$ cat src/rtl/stopwatch_pkg.sv
// stopwatch_pkg -- shared types and constants for the stopwatch controller.
//   sw_state_t : controller states IDLE, RUN, PAUSE, ADJUST
//   SW_MAX_SEC : terminal value of the seconds counter
//   SW_MAX_MIN : terminal value of the minutes counter
//   SW_CNT_W   : width of both counters
package stopwatch_pkg;

  typedef enum logic [1:0] {
    IDLE   = 2'd0,
    RUN    = 2'd1,
    PAUSE  = 2'd2,
    ADJUST = 2'd3
  } sw_state_t;

  localparam int SW_MAX_SEC = 59;
  localparam int SW_MAX_MIN = 59;
  localparam int SW_CNT_W   = 6;

endpackage

$ cat src/rtl/sw_mod_counter.sv
// sw_mod_counter -- modulo counter 0..MAX with synchronous clear.
// Ports:
//   clk      : system clock
//   rst_n    : asynchronous active-low reset (count -> 0)
//   i_inc    : increment enable
//   i_clr    : synchronous clear, wins over i_inc
//   o_q      : current count (registered)
//   o_carry  : high in the cycle an increment wraps MAX -> 0
// The counter does no chaining itself; the owner decides whether the
// carry is used, so a field can be wrapped without touching its neighbour.
module sw_mod_counter
  import stopwatch_pkg::*;
#(
  parameter int W   = SW_CNT_W,
  parameter int MAX = SW_MAX_SEC
) (
  input  logic         clk,
  input  logic         rst_n,
  input  logic         i_inc,
  input  logic         i_clr,
  output logic [W-1:0] o_q,
  output logic         o_carry
);

  localparam logic [W-1:0] MAX_V = W'(MAX);

  logic [W-1:0] r_q;

  // Out-of-range values reload 0 on the next increment (>= rather than ==).
  always_ff @(posedge clk or negedge rst_n) begin
    if (!rst_n) begin
      r_q <= '0;
    end else if (i_clr) begin
      r_q <= '0;
    end else if (i_inc) begin
      r_q <= (r_q >= MAX_V) ? '0 : r_q + 1'b1;
    end
  end

  assign o_q     = r_q;
  assign o_carry = i_inc & ~i_clr & (r_q == MAX_V);

endmodule

$ cat src/rtl/stopwatch_ctrl.sv
// stopwatch_ctrl -- run/pause/clear/adjust sequencer for the stopwatch.
// Optional feature macro: SW_LAP_EN (lap display hold).
// Ports:
//   clk, rst_n      : clock, asynchronous active-low reset
//   tick_1hz        : count-enable pulse
//   tick_blink      : blink phase toggle pulse (used in ADJUST)
//   btn_startstop   : run/pause toggle pulse
//   btn_clear       : zero counters pulse
//   adj_mode        : level, adjust mode request
//   adj_sel         : level, field to adjust (0 seconds, 1 minutes)
//   adj_inc         : increment selected field pulse
//   lap             : level, freeze display (SW_LAP_EN only)
//   minutes/seconds : displayed count
//   running         : 1 while in RUN
//   blank_min/sec   : digit blanking for the adjust blink
//   rollover        : one-cycle pulse on MAX:MAX -> 00:00 while running
module stopwatch_ctrl
  import stopwatch_pkg::*;
#(
  parameter int MAX_SEC = SW_MAX_SEC,
  parameter int MAX_MIN = SW_MAX_MIN
) (
  input  logic                clk,
  input  logic                rst_n,
  input  logic                tick_1hz,
  input  logic                tick_blink,
  input  logic                btn_startstop,
  input  logic                btn_clear,
  input  logic                adj_mode,
  input  logic                adj_sel,
  input  logic                adj_inc,
  input  logic                lap,
  output logic [SW_CNT_W-1:0] minutes,
  output logic [SW_CNT_W-1:0] seconds,
  output logic                running,
  output logic                blank_min,
  output logic                blank_sec,
  output logic                rollover
);

  sw_state_t r_state, w_state_next;
  logic r_phase, w_phase_next;
  logic r_running, r_blank_min, r_blank_sec, r_rollover, w_rollover_next;
  logic w_sec_inc, w_min_inc, w_cnt_clr;
  logic w_sec_carry, w_min_carry;
  logic [SW_CNT_W-1:0] w_sec_live, w_min_live;

  sw_mod_counter #(.W(SW_CNT_W), .MAX(MAX_SEC)) u_sec (
    .clk    (clk),
    .rst_n  (rst_n),
    .i_inc  (w_sec_inc),
    .i_clr  (w_cnt_clr),
    .o_q    (w_sec_live),
    .o_carry(w_sec_carry)
  );

  sw_mod_counter #(.W(SW_CNT_W), .MAX(MAX_MIN)) u_min (
    .clk    (clk),
    .rst_n  (rst_n),
    .i_inc  (w_min_inc),
    .i_clr  (w_cnt_clr),
    .o_q    (w_min_live),
    .o_carry(w_min_carry)
  );

  // Priority: clear, adj_mode, startstop, then tick/adj_inc.
  always_comb begin
    w_state_next    = r_state;
    w_phase_next    = r_phase;
    w_sec_inc       = 1'b0;
    w_min_inc       = 1'b0;
    w_cnt_clr       = 1'b0;
    w_rollover_next = 1'b0;
    if (btn_clear) begin
      w_cnt_clr    = 1'b1;
      w_phase_next = 1'b0;
      w_state_next = adj_mode ? ADJUST : IDLE;
    end else begin
      case (r_state)
        IDLE: begin
          if (adj_mode)           w_state_next = ADJUST;
          else if (btn_startstop) w_state_next = RUN;
        end
        RUN: begin
          if (adj_mode) begin
            w_state_next = ADJUST;  // tick in this cycle is dropped
          end else begin
            if (tick_1hz) begin
              w_sec_inc       = 1'b1;
              w_min_inc       = w_sec_carry;  // chaining only while running
              w_rollover_next = w_sec_carry & w_min_carry;
            end
            if (btn_startstop) w_state_next = PAUSE;
          end
        end
        PAUSE: begin
          if (adj_mode)           w_state_next = ADJUST;
          else if (btn_startstop) w_state_next = RUN;
        end
        default: begin  // ADJUST
          if (!adj_mode) begin
            w_phase_next = 1'b0;
            w_state_next = ((w_sec_live == '0) && (w_min_live == '0)) ? IDLE : PAUSE;
          end else begin
            if (adj_inc) begin
              w_sec_inc = ~adj_sel;
              w_min_inc = adj_sel;
            end
            if (tick_blink) w_phase_next = ~r_phase;
          end
        end
      endcase
    end
  end

  // Phase is only ever non-zero in ADJUST, so blanking follows it directly.
  always_ff @(posedge clk or negedge rst_n) begin
    if (!rst_n) begin
      r_state     <= IDLE;
      r_phase     <= 1'b0;
      r_running   <= 1'b0;
      r_blank_min <= 1'b0;
      r_blank_sec <= 1'b0;
      r_rollover  <= 1'b0;
    end else begin
      r_state     <= w_state_next;
      r_phase     <= w_phase_next;
      r_running   <= (w_state_next == RUN);
      r_blank_min <= w_phase_next & adj_sel;
      r_blank_sec <= w_phase_next & ~adj_sel;
      r_rollover  <= w_rollover_next;
    end
  end

  assign running   = r_running;
  assign blank_min = r_blank_min;
  assign blank_sec = r_blank_sec;
  assign rollover  = r_rollover;

`ifdef SW_LAP_EN
  logic r_lap_prev, r_hold, w_hold_next;
  logic [SW_CNT_W-1:0] r_hold_sec, r_hold_min;

  // Hold starts on a rising lap edge (capturing the count shown at that
  // edge) and lasts while lap stays high; clear or ADJUST drop it.
  assign w_hold_next = lap & ~btn_clear & (w_state_next != ADJUST) &
                       (r_hold | ~r_lap_prev);

  always_ff @(posedge clk or negedge rst_n) begin
    if (!rst_n) begin
      r_lap_prev <= 1'b0;
      r_hold     <= 1'b0;
      r_hold_sec <= '0;
      r_hold_min <= '0;
    end else begin
      r_lap_prev <= lap;
      r_hold     <= w_hold_next;
      if (w_hold_next && !r_hold) begin
        r_hold_sec <= w_sec_live;
        r_hold_min <= w_min_live;
      end
    end
  end

  assign minutes = r_hold ? r_hold_min : w_min_live;
  assign seconds = r_hold ? r_hold_sec : w_sec_live;
`else
  logic w_lap_unused;
  assign w_lap_unused = lap;
  assign minutes = w_min_live;
  assign seconds = w_sec_live;
`endif

endmodule

$ cat config.mk
export PLATFORM = sky130hd
export DESIGN_NAME = stopwatch_ctrl
export DESIGN_NICKNAME = d
export VERILOG_FILES = /design/src/rtl/stopwatch_pkg.sv /design/src/rtl/sw_mod_counter.sv /design/src/rtl/stopwatch_ctrl.sv
export SDC_FILE = /design/constraint.sdc
export NUM_CORES = 1
export LEC_CHECK = 0
export ABC_AREA = 0
export BUFFER_PORTS_ARGS = -buffer_cell sky130_fd_sc_hd__buf_2
export CAP_MARGIN = 0
export CORE_AREA = 2 2 40 70
export DETAILED_ROUTE_END_ITERATION = 7
export DIE_AREA = 0 0 42 72
export PLACE_DENSITY_LB_ADDON = 0.1
export SLEW_MARGIN = 20
export SYNTH_ARGS = -nofsm -noshare
export SYNTH_HDL_FRONTEND = slang
export SYNTH_HIERARCHICAL = 1
export SYNTH_SLANG_ARGS = --single-unit
$ cat constraint.sdc
create_clock -name clk -period 7.95 [get_ports clk]
set_clock_uncertainty 0.05 [all_clocks]
set_input_delay 1.59 -clock clk [delete_from_list [all_inputs] [get_ports clk]]
set_output_delay 1.59 -clock clk [all_outputs]
set_load 0.02 [all_outputs]
==> results of run 1 <==
-- final cells by class --
| cell class | count | area share |
|---|---|---|
| repair buffers | 24 | 0.09023 |
| flip-flops and latches | 19 | 0.3571 |
| multi-input cells | 90 | 0.4859 |
| clock inverters | 1 | 0.005639 |
| well taps | 26 | 0.02444 |
| clock buffers | 3 | 0.03101 |
| inverters | 2 | 0.005639 |
-- cell usage after synthesis (3+ instances only) --
master and count:
sky130_fd_sc_hd__a21oi_1 14, sky130_fd_sc_hd__dfrtp_1 19, sky130_fd_sc_hd__or2b_1 4, sky130_fd_sc_hd__nor4_1 3, sky130_fd_sc_hd__a211oi_1 5, sky130_fd_sc_hd__nand3_1 6, sky130_fd_sc_hd__nand4_1 5, sky130_fd_sc_hd__nand2b_1 6
sky130_fd_sc_hd__nand3b_1 4, sky130_fd_sc_hd__and4bb_2 3, sky130_fd_sc_hd__o21ai_0 3
-- flip-flops by register name, summed over array words and instances (netlist names) --
signal,flops
u_min/o_q,6
u_sec/o_q,6
blank_min,1
running,1
blank_sec,1
rollover,1
r_phase,1
r_state,2
-- power by group through the flow --
| stage | Clock (W) | Sequential (W) | Combinational, W |
|---|---|---|---|
| after global placement | 0 | 0.000111 | 0.0000281 |
| after detailed placement | 0 | 0.000112 | 0.0000286 |
| final | 0.0000701 | 0.000110 | 0.0000288 |
| after floorplan | 0 | 0.000110 | 0.0000211 |
| after global routing | 0.0000762 | 0.000111 | 0.0000319 |
| after CTS | 0.0000714 | 0.000110 | 0.0000287 |
-- worst min path at each step --
stage                                  from                  end  slack [ns]  cells past startpoint
after floorplan           r_phase$_DFF_PN0_  blank_sec$_DFF_PN0_        0.48                      2
after global placement    r_phase$_DFF_PN0_  blank_sec$_DFF_PN0_        0.49                      2
after detailed placement  r_phase$_DFF_PN0_  blank_sec$_DFF_PN0_        0.51                      2
after CTS                 r_phase$_DFF_PN0_  blank_sec$_DFF_PN0_        0.52                      2
after global routing      r_phase$_DFF_PN0_  blank_sec$_DFF_PN0_        0.56                      2
final                     r_phase$_DFF_PN0_  blank_sec$_DFF_PN0_        0.52                      2
-- layer usage --
layer / global-route usage / up-vias / share of wire
li1: - / 490 / -
met1: 0.2192 / 487 / 0.41
met2: 0.3403 / 20 / 0.54
met3: 0.02488 / 4 / 0.032
met4: 0.07527 / 0 / 0.015
met5: 0 / - / 0
-- worst reg2reg max path, cell delays in order, from the launching register on --
cell                       delay (ns)
sky130_fd_sc_hd__dfrtp_1         0.47
sky130_fd_sc_hd__or3b_2          0.51
sky130_fd_sc_hd__a211oi_2        0.63
sky130_fd_sc_hd__and4bb_2        0.33
sky130_fd_sc_hd__and4_1          0.18
sky130_fd_sc_hd__nand2_1         0.08
sky130_fd_sc_hd__a211oi_2        0.58
sky130_fd_sc_hd__nand3_1         0.17
sky130_fd_sc_hd__or3_1           0.38
sky130_fd_sc_hd__a21oi_1         0.14
-- per-stage QoR --
| stage | area [µm²] | hold slack (ns) | cells | total power (W) |
|---|---|---|---|---|
| 6_report | 1331 | 0.5191 | 165 | 0.0002087 |
| 3_3_place_gp | 1272 | 0.4925 | 161 | 0.0001391 |
| 3_5_place_dp | 1272 | 0.5122 | 161 | 0.0001401 |
| 2_1_floorplan | 1171 | 0.4812 | 118 | 0.0001310 |
| 4_1_cts | 1321 | 0.5234 | 165 | 0.0002097 |
| 5_1_grt | 1331 | 0.5606 | 165 | 0.0002191 |
-- logic make-up after synthesis --
kind of cell	synth area share
adders and majority gates	0.02136
buffers and inverters	0.05021
DFF	0.4060
muxes	0.008547
AOI/OAI and AO/OA	0.1816
and+or+nand+nor	0.3323
==> Flow_metrics.wiki, run 1 <==
{| class="wikitable"
! Metric !! Value
|-
| Global-route wire length before repair || around 4500 µm
|-
| Final Worst Setup Slack || roughly 3.4 ns
|-
| Crit start category || input port
|-
| Source-to-sink clock delay at the later pin of the worst-skew pair || 0.26 ns
|-
| Number of primary I/O pins || 26
|-
| Top-area cell type share of the netlist area || 0.4060
|-
| DP HPWL || around 1800 µm
|-
| Number of synthesized register bits || 19
|-
| Endpoints failing setup || 0
|-
| Drt wl/cell || 15.35 µm
|-
| Worst r2r dst || u_min/o_q[5]$_DFFE_PN0P_
|-
| Warnings from Yosys || 6
|-
| Type of the tightest min-delay check || flip-flop to flip-flop
|-
| Share of cells above drive strength 1 || 0.2806
|-
| Max Buffers Root-to-Sink || 2
|-
| Top flip-flop cell by instance count after synthesis || sky130_fd_sc_hd__dfrtp_1
|-
| Setup Total Neg Slack || 0 ns
|-
| Total detailed-routing wirelength || 2533 µm
|-
| Antenna diode instance count || 0
|-
| Nets || 152
|-
| Net count of the mapped netlist || 130
|-
| Largest area contributor in the netlist || sky130_fd_sc_hd__dfrtp_1
|-
| Sequential share of the synthesized area || 0.4060
|-
| Number of buffers added by the clock tree synthesis step || 3
|-
| Filler cell count in the final layout || 233
|-
| Static leakage || between 0.5 and 0.6 nW
|-
| Share of power burned in the clock network || 0.336
|-
| Reported net switching power || roughly 0.00006 W
|-
| Combinational cell fraction of total power || 0.138
|-
| Worst Setup SP || adj_mode
|-
| Commonest non-fill, non-tap cell in the layout || sky130_fd_sc_hd__buf_2
|-
| Most used cells in the layout excluding fill and tap cells || sky130_fd_sc_hd__buf_2 (24), sky130_fd_sc_hd__dfrtp_1 (19), sky130_fd_sc_hd__a21oi_1 (14), sky130_fd_sc_hd__nand2b_1 (6), sky130_fd_sc_hd__nand3_1 (6)
|-
| CP top delay family || simple AND/OR/NAND/NOR gates
|-
| Initial Util || 0.4815
|-
| Placer's final routability congestion estimate || 0.7360
|-
| Die footprint || 3024 µm²
|-
| Growth of design area from synthesis to finish || 13.68%
|-
| Async set-reset flop share out of synthesis || 1.000
|-
| Category of the worst setup path capture point || flip-flop
|-
| GRT Resource Usage Total || 0.1879
|-
| Synth top area cells || sky130_fd_sc_hd__dfrtp_1 (41%), sky130_fd_sc_hd__a21oi_1 (6.0%), sky130_fd_sc_hd__a211oi_1 (3.2%), sky130_fd_sc_hd__and4bb_2 (3.2%), sky130_fd_sc_hd__nand2b_1 (3.2%)
|-
| Sequential cell area || about 480 µm²
|-
| Pins over their slew limit || 0
|-
| Average instance area after synthesis || 9.925 µm²
|-
| Clock tree root driver cell || sky130_fd_sc_hd__clkbuf_8
|-
| Row Count || 24
|-
| Number of sinks handled by clock tree synthesis || 19
|-
| Ratio of final minimum period to clock period || 0.5707
|-
| Number of flops mapped to enable cells by yosys || 0
|-
| Number of iterations in the first detailed-routing pass || 4
|-
| Width of the die || 42 µm
|-
| Critical path cell sequence || buf_2, or3b_2, a211oi_2, and4bb_2, and4_1, nand2_1, a211oi_2, nand3_1, or3_1, a21oi_1
|-
| Max capacitance violation total || 0
|-
| Levels on crit path || 10
|-
| Detailed-route via count || 1001
|-
| CP dominant cell by count || sky130_fd_sc_hd__a211oi_2
|-
| Number of remaining DRC errors || 0
|-
| Floorplan die height || approximately 72 µm
|-
| Reg-to-reg slack, setup || about 4.4 ns
|-
| Number of hold-slack violations in the final timing report || 0
|-
| Min Clock Period, post-route || between 4 and 5 ns
|-
| Placeable Area || between 2000 and 2500 µm²
|-
| Worst Reg-to-Reg Cells || 9
|-
| CTS hold repair buffers || 0
|-
| Power density over the cells || roughly 160 nW/µm²
|-
| Synthesized netlist cell count || approximately 120
|-
| Number of antenna violations at the first check in global routing || 0
|-
| Crit path kind || input port to flip-flop
|-
| Maximum clock rate || between 200 and 250 MHz
|-
| Count of cells resized by post-cts repair || 0
|-
| Measured slew at the worst slew-check pin || 0.7335 ns
|-
| Drt first-iter violations || 14
|-
| Largest net degree at the start of global routing || 24
|-
| Run status || complete, no violations
|-
| Worst slew margin relative to its limit || 0.5101
|-
| CTS tree || built
|-
| Count of buffer and inverter cells on the critical path || 1
|-
| Routed Antenna Nets || 0
|-
| Critical-path maximum fanout || 12
|-
| Delay of the slowest critical-path stage || ~0.63 ns
|-
| Proportion of total power due to net switching || 0.2885
|-
| Combined area of the multi-input logic cells || 646.9 µm²
|-
| RSZ-0062 raised after global routing || no
|-
| Post-synthesis cell area || 1171 µm²
|-
| Capturing instance or port of the critical path || u_min/o_q[5]$_DFFE_PN0P_
|-
| Count of port buffers added during placement || 24
|-
| Final core utilization || 0.5473
|-
| Internal portion of total power || 0.0001485 W
|-
| Worst endpoint data arrival time || about 4.7 ns
|-
| Detail-routed via count per cell || slightly above 6
|-
| H-tree lvl count || 1
|-
| Congestion Overflow GR || 0
|-
| Worst vdd rail ir drop || ~0.090 mV
|-
| Post CTS Setup Buffer Count || 0
|-
| Required time of the critical path || approximately 8.1 ns
|-
| Number of distinct library cells after synthesis || 38
|-
| Via count of the first global-routing pass || 997
|-
| Cell at the slowest stage of the critical path || sky130_fd_sc_hd__a211oi_2
|-
| Reg power frac || 0.526
|-
| Post-CTS clock slew at the launch and capture registers of the worst setup and hold paths || about 0.08 ns
|-
| Worst reg2reg startpoint || r_state[1]$_DFF_PN0_
|-
| Worst slack at placement || 2.459 ns
|}
No activity file was read; power rests on OpenSTA's default activity.
==> run 2, diff against run 1 <==
--- a/config.mk
+++ b/config.mk
@@ -5,12 +5,12 @@
 export SDC_FILE = /design/constraint.sdc
 export NUM_CORES = 1
 export LEC_CHECK = 0
-export ABC_AREA = 0
+export ABC_AREA = 1
 export BUFFER_PORTS_ARGS = -buffer_cell sky130_fd_sc_hd__buf_2
 export CAP_MARGIN = 0
-export CORE_AREA = 2 2 40 70
+export CORE_AREA = 2 2 51 53
 export DETAILED_ROUTE_END_ITERATION = 7
-export DIE_AREA = 0 0 42 72
+export DIE_AREA = 0 0 53 55
 export PLACE_DENSITY_LB_ADDON = 0.1
 export SLEW_MARGIN = 20
 export SYNTH_ARGS = -nofsm -noshare
==> constraint.sdc (replaced) <==
create_clock -name clk -period 4.25 [get_ports clk]
set_clock_uncertainty 0.05 [all_clocks]
set_input_delay 0.85 -clock clk [delete_from_list [all_inputs] [get_ports clk]]
set_output_delay 0.85 -clock clk [all_outputs]
set_load 0.02 [all_outputs]
==> run 2 against run 1 <==
Against the previous run:
- critical path type unchanged
- total power increased by 54%
- critical path depth increased by 4
- final cell count increased by 35%
- register-to-register slack got worse by 2.6 ns
==> Flow_metrics.wiki, run 2 <==
{| class="wikitable"
! Metric !! Value
|-
| Worst Reg-to-Reg Cells || 14 (was 9)
|-
| Internal portion of total power || 0.0002348 W (was 0.0001485 W)
|-
| Number of antenna violations at the first check in global routing || 0 (unchanged)
|-
| Total detailed-routing wirelength || 2353 µm (was 2533 µm)
|-
| Average instance area after synthesis || 6.870 µm² (was 9.925 µm²)
|-
| Delay of the slowest critical-path stage || 0.27 ns (was 0.63 ns)
|-
| Via count of the first global-routing pass || 969 (was 997)
|-
| Routed Antenna Nets || 0 (unchanged)
|-
| Number of iterations in the first detailed-routing pass || 4 (unchanged)
|-
| Type of the tightest min-delay check || input port to asynchronous set/reset pin (was flip-flop to flip-flop)
|-
| Total power after layout || 0.0003223 W (was 0.0002087 W)
|-
| Congestion Overflow GR || 0 (unchanged)
|-
| Initial Util || 0.4794 (was 0.4815)
|-
| Reg-to-reg slack, setup || 1.75 ns (was 4.36 ns)
|-
| Pins over their slew limit || 0 (unchanged)
|-
| Number of synthesized register bits || 19 (unchanged)
|-
| Top-area cell type share of the netlist area || 0.4194 (was 0.4060)
|-
| Crit path kind || input port to flip-flop (unchanged)
|-
| Post-synthesis cell area || 1134 µm² (was 1171 µm²)
|-
| Compound-Gate Fraction of Synth Area || 0.03201 (was 0.1816)
|-
| Measured slew at the worst slew-check pin || 0.4284 ns (was 0.7335 ns)
|-
| Share of cells above drive strength 1 || 0.1969 (was 0.2806)
|-
| Share of power burned in the clock network || 0.280 (was 0.336)
|-
| GRT Resource Usage Total || 0.1861 (was 0.1879)
|-
| Min Clock Period, post-route || 2.732 ns
|-
| Worst slew margin relative to its limit || 0.7133 (was 0.5101)
|-
| Number of flops mapped to enable cells by yosys || 0 (unchanged)
|-
| Crit start category || input port (unchanged)
|-
| Drt wl/cell || 10.55 µm (was 15.35 µm)
|-
| Reg power frac || 0.591 (was 0.526)
|-
| CTS tree || built (unchanged)
|-
| Top flip-flop cell by instance count after synthesis || sky130_fd_sc_hd__dfrtp_1 (unchanged)
|-
| DP Area || 1291 µm² (was 1272 µm²)
|-
| Run status || complete, no violations (unchanged)
|-
| Worst endpoint data arrival time || 2.91 ns (was 4.67 ns)
|-
| Cell at the slowest stage of the critical path || sky130_fd_sc_hd__nor4_1 (was sky130_fd_sc_hd__a211oi_2)
|-
| Xor and xnor fraction of the mapped netlist area || 0 (unchanged)
|-
| Floorplan die height || 55 µm (was 72 µm)
|-
| Multiplexer area fraction after synthesis || 0 (was 0.008547)
|-
| H-tree lvl count || 1 (unchanged)
|-
| Number of buffers added by the clock tree synthesis step || 3 (unchanged)
|-
| Growth of design area from synthesis to finish || 16.34% (was 13.68%)
|-
| Worst slack on hold paths || 0.4264 ns (was 0.5191 ns)
|-
| RSZ-0062 raised after global routing || no (unchanged)
|-
| Required time of the critical path || 4.42 ns (was 8.08 ns)
|-
| Category of the worst setup path capture point || flip-flop (unchanged)
|-
| Synth top area cells || sky130_fd_sc_hd__dfrtp_1 (42%), sky130_fd_sc_hd__nand2_1 (23%), sky130_fd_sc_hd__nor2_1 (7.3%), sky130_fd_sc_hd__inv_1 (6.6%), sky130_fd_sc_hd__nand3_1 (3.5%) (was sky130_fd_sc_hd__dfrtp_1 (41%), sky130_fd_sc_hd__a21oi_1 (6.0%), sky130_fd_sc_hd__a211oi_1 (3.2%), sky130_fd_sc_hd__and4bb_2 (3.2%), sky130_fd_sc_hd__nand2b_1 (3.2%))
|-
| GR Layer Usage met2 || 0.3229 (was 0.3403)
|-
| Async set-reset flop share out of synthesis || 1.000 (unchanged)
|-
| GR Layer Usage met3 || 0.02419 (was 0.02488)
|-
| DP HPWL || 1751 µm (was 1777 µm)
|-
| Source-to-sink clock delay at the later pin of the worst-skew pair || 0.29 ns (was 0.26 ns)
|-
| Clock tree root driver cell || sky130_fd_sc_hd__clkbuf_4 (was sky130_fd_sc_hd__clkbuf_8)
|-
| Post CTS Setup Buffer Count || 0 (unchanged)
|-
| Number of hold-slack violations in the final timing report || 0 (unchanged)
|-
| Number of distinct library cells after synthesis || 20 (was 38)
|-
| Power density over the cells || 244.4 nW/µm² (was 156.8 nW/µm²)
|-
| Critical-path maximum fanout || 5 (was 12)
|-
| Setup Total Neg Slack || 0 ns (unchanged)
|-
| Antenna diode instance count || 0 (unchanged)
|-
| Max capacitance violation total || 0 (unchanged)
|-
| Global-route wire length before repair || 4029 µm (was 4491 µm)
|-
| Critical path cell sequence || buf_2, bufinv_8, nand4_1, a21oi_1, nand2_1, nor4_1, nand2_1, nor2_1, o21ai_0, nor2_1, nand2_1, nor4_1, nand4_1, nor2_1 (was buf_2, or3b_2, a211oi_2, and4bb_2, and4_1, nand2_1, a211oi_2, nand3_1, or3_1, a21oi_1)
|-
| Count of port buffers added during placement || 24 (unchanged)
|-
| Post-CTS clock slew at the launch and capture registers of the worst setup and hold paths || 0.11 ns (was 0.08 ns)
|-
| Placer's final routability congestion estimate || 0.8206 (was 0.7360)
|-
| Drt first-iter violations || 22 (was 14)
|-
| Most utilized layer in the global route result || met2 (unchanged)
|-
| Synth cell count leaders || sky130_fd_sc_hd__nand2_1 (68), sky130_fd_sc_hd__nor2_1 (22), sky130_fd_sc_hd__inv_1 (20) (was sky130_fd_sc_hd__dfrtp_1 (19), sky130_fd_sc_hd__a21oi_1 (14), sky130_fd_sc_hd__nand2b_1 (6), sky130_fd_sc_hd__nand3_1 (6))
|-
| Warnings from Yosys || 6 (unchanged)
|-
| Worst vdd rail ir drop || 0.1561 mV (was 0.09014 mV)
|-
| Worst r2r dst || rollover$_DFF_PN0_ (was u_min/o_q[5]$_DFFE_PN0P_)
|-
| Worst reg2reg startpoint || r_state[0]$_DFF_PN0_ (was r_state[1]$_DFF_PN0_)
|-
| Largest net degree at the start of global routing || 20 (was 24)
|-
| Final instance area || 1319 µm² (was 1331 µm²)
|-
| Net count of the mapped netlist || 177 (was 130)
|-
| Number of remaining DRC errors || 0 (unchanged)
|-
| Simple-gate share of the synthesized area || 0.4338 (was 0.3323)
|-
| Number of primary I/O pins || 26 (unchanged)
|-
| Combinational cell fraction of total power || 0.129 (was 0.138)
|-
| Detail-routed via count per cell || 4.830 (was 6.067)
|-
| Maximum clock rate || 366.1 MHz
|-
| Commonest non-fill, non-tap cell in the layout || sky130_fd_sc_hd__nand2_1 (was sky130_fd_sc_hd__buf_2)
|-
| Largest area contributor in the netlist || sky130_fd_sc_hd__dfrtp_1 (unchanged)
|-
| CTS hold repair buffers || 0 (unchanged)
|-
| Max Buffers Root-to-Sink || 2 (unchanged)
|-
| Synthesized netlist cell count || 165 (was 118)
|-
| Met1 Usage GRT || 0.2282 (was 0.2192)
|-
| Final core utilization || 0.5577 (was 0.5473)
|-
| Count of cells resized by post-cts repair || 0 (unchanged)
|-
| Dominant cell by count in the synthesized netlist || sky130_fd_sc_hd__nand2_1 (was sky130_fd_sc_hd__dfrtp_1)
|-
| Dominant combinational cell family by area after synthesis || simple AND/OR/NAND/NOR gates (unchanged)
|-
| Most used cells in the layout excluding fill and tap cells || sky130_fd_sc_hd__nand2_1 (68), sky130_fd_sc_hd__buf_2 (24), sky130_fd_sc_hd__nor2_1 (22), sky130_fd_sc_hd__inv_1 (20), sky130_fd_sc_hd__dfrtp_1 (19) (was sky130_fd_sc_hd__buf_2 (24), sky130_fd_sc_hd__dfrtp_1 (19), sky130_fd_sc_hd__a21oi_1 (14), sky130_fd_sc_hd__nand2b_1 (6), sky130_fd_sc_hd__nand3_1 (6))
|-
| Width of the die || 53 µm (was 42 µm)
|-
| Detailed-route via count || 1077 (was 1001)
|-
| Ratio of final minimum period to clock period || 0.6428
|-
| Post-synthesis share of cell area spent on full adders, half adders and majority gates || 0.02208 (was 0.02137)
|-
| Placeable Area || 2365 µm² (was 2432 µm²)
|-
| Endpoints failing setup || 0 (unchanged)
|-
| Reported net switching power || 0.00008748 W (was 0.00006020 W)
|-
| Number of sinks handled by clock tree synthesis || 19 (unchanged)
|-
| Proportion of total power due to net switching || 0.2714 (was 0.2885)
|-
| Nets || 206 (was 152)
|-
| Die footprint || 2915 µm² (was 3024 µm²)
|-
| Static leakage || 0.7677 nW (was 0.5531 nW)
|-
| Row Count || 18 (was 24)
|-
| Sequential share of the synthesized area || 0.4194 (was 0.4060)
|}
run 2: changes by cell type after synthesis, moves of 3 or more:
cell	previous run	this run
sky130_fd_sc_hd__nand2_1	2	68
sky130_fd_sc_hd__or2b_1	4	0
sky130_fd_sc_hd__a21oi_1	14	1
sky130_fd_sc_hd__inv_1	2	20
sky130_fd_sc_hd__nor2_1	2	22
sky130_fd_sc_hd__a211oi_1	5	0
sky130_fd_sc_hd__nand2b_1	6	0
sky130_fd_sc_hd__nand3b_1	4	0
sky130_fd_sc_hd__and4bb_2	3	0
run 2: per-stage QoR:
stage | instances | setup WS [ns]
2_1_floorplan | 165 | 1.621
3_3_place_gp | 219 | 1.292
3_5_place_dp | 219 | 1.219
4_1_cts | 223 | 1.519
5_1_grt | 223 | 1.295
6_report | 223 | 1.518
run 2: cell families (layout without fill, tap and decap cells):
kind of cell,after synthesis,count (layout)
buffers and inverters,24,52
AOI/OAI and AO/OA,6,6
adders and majority gates,2,2
DFF,19,19
and+or+nand+nor,114,114
run 2: power by group through the flow:
stage	Sequential [W]	Clock [W]	Combinational, W
4_1_cts	0.000191	0.0000951	0.0000422
3_3_place_gp	0.000194	0	0.0000409
2_1_floorplan	0.000196	0	0.0000228
6_report	0.000191	0.0000901	0.0000416
3_5_place_dp	0.000194	0	0.0000421
5_1_grt	0.000191	0.000102	0.0000480
run 2: final cells by class:
cell class                      instances  area, µm²
Timing Repair Buffer                   24      120.1
Sequential cell                        19      475.5
Clock inverter                          1      5.005
Inverter                               24      105.1
Tap cell                               30      37.54
Fill cell                             239       1046
Clock buffer                            3      22.52
Multi-Input combinational cell        122      553.0
run 2: routing by layer:
layer / vias to the layer above / wire (µm)
met5: - / 0
met4: 0 / 32
met3: 4 / 101
met2: 22 / 1161
met1: 490 / 1058
li1: 561 / -
run 2: worst max path at each step:
| stage | start | endpoint | slack, ns | cells after the start |
|---|---|---|---|---|
| 6_report | adj_mode | rollover$_DFF_PN0_ | 1.52 | 14 |
| 5_1_grt | adj_mode | rollover$_DFF_PN0_ | 1.30 | 14 |
| 4_1_cts | adj_mode | rollover$_DFF_PN0_ | 1.52 | 14 |
| 3_5_place_dp | adj_mode | rollover$_DFF_PN0_ | 1.22 | 14 |
| 3_3_place_gp | adj_mode | rollover$_DFF_PN0_ | 1.29 | 14 |
| 2_1_floorplan | adj_mode | rollover$_DFF_PN0_ | 1.62 | 13 |
run 2: worst max-delay path, delay by kind of cell:
family                 cells  cell delay [ns]
AND/OR/NAND/NOR           10             1.45
AO/OA/AOI/OAI              2             0.29
buffers and inverters      2             0.31
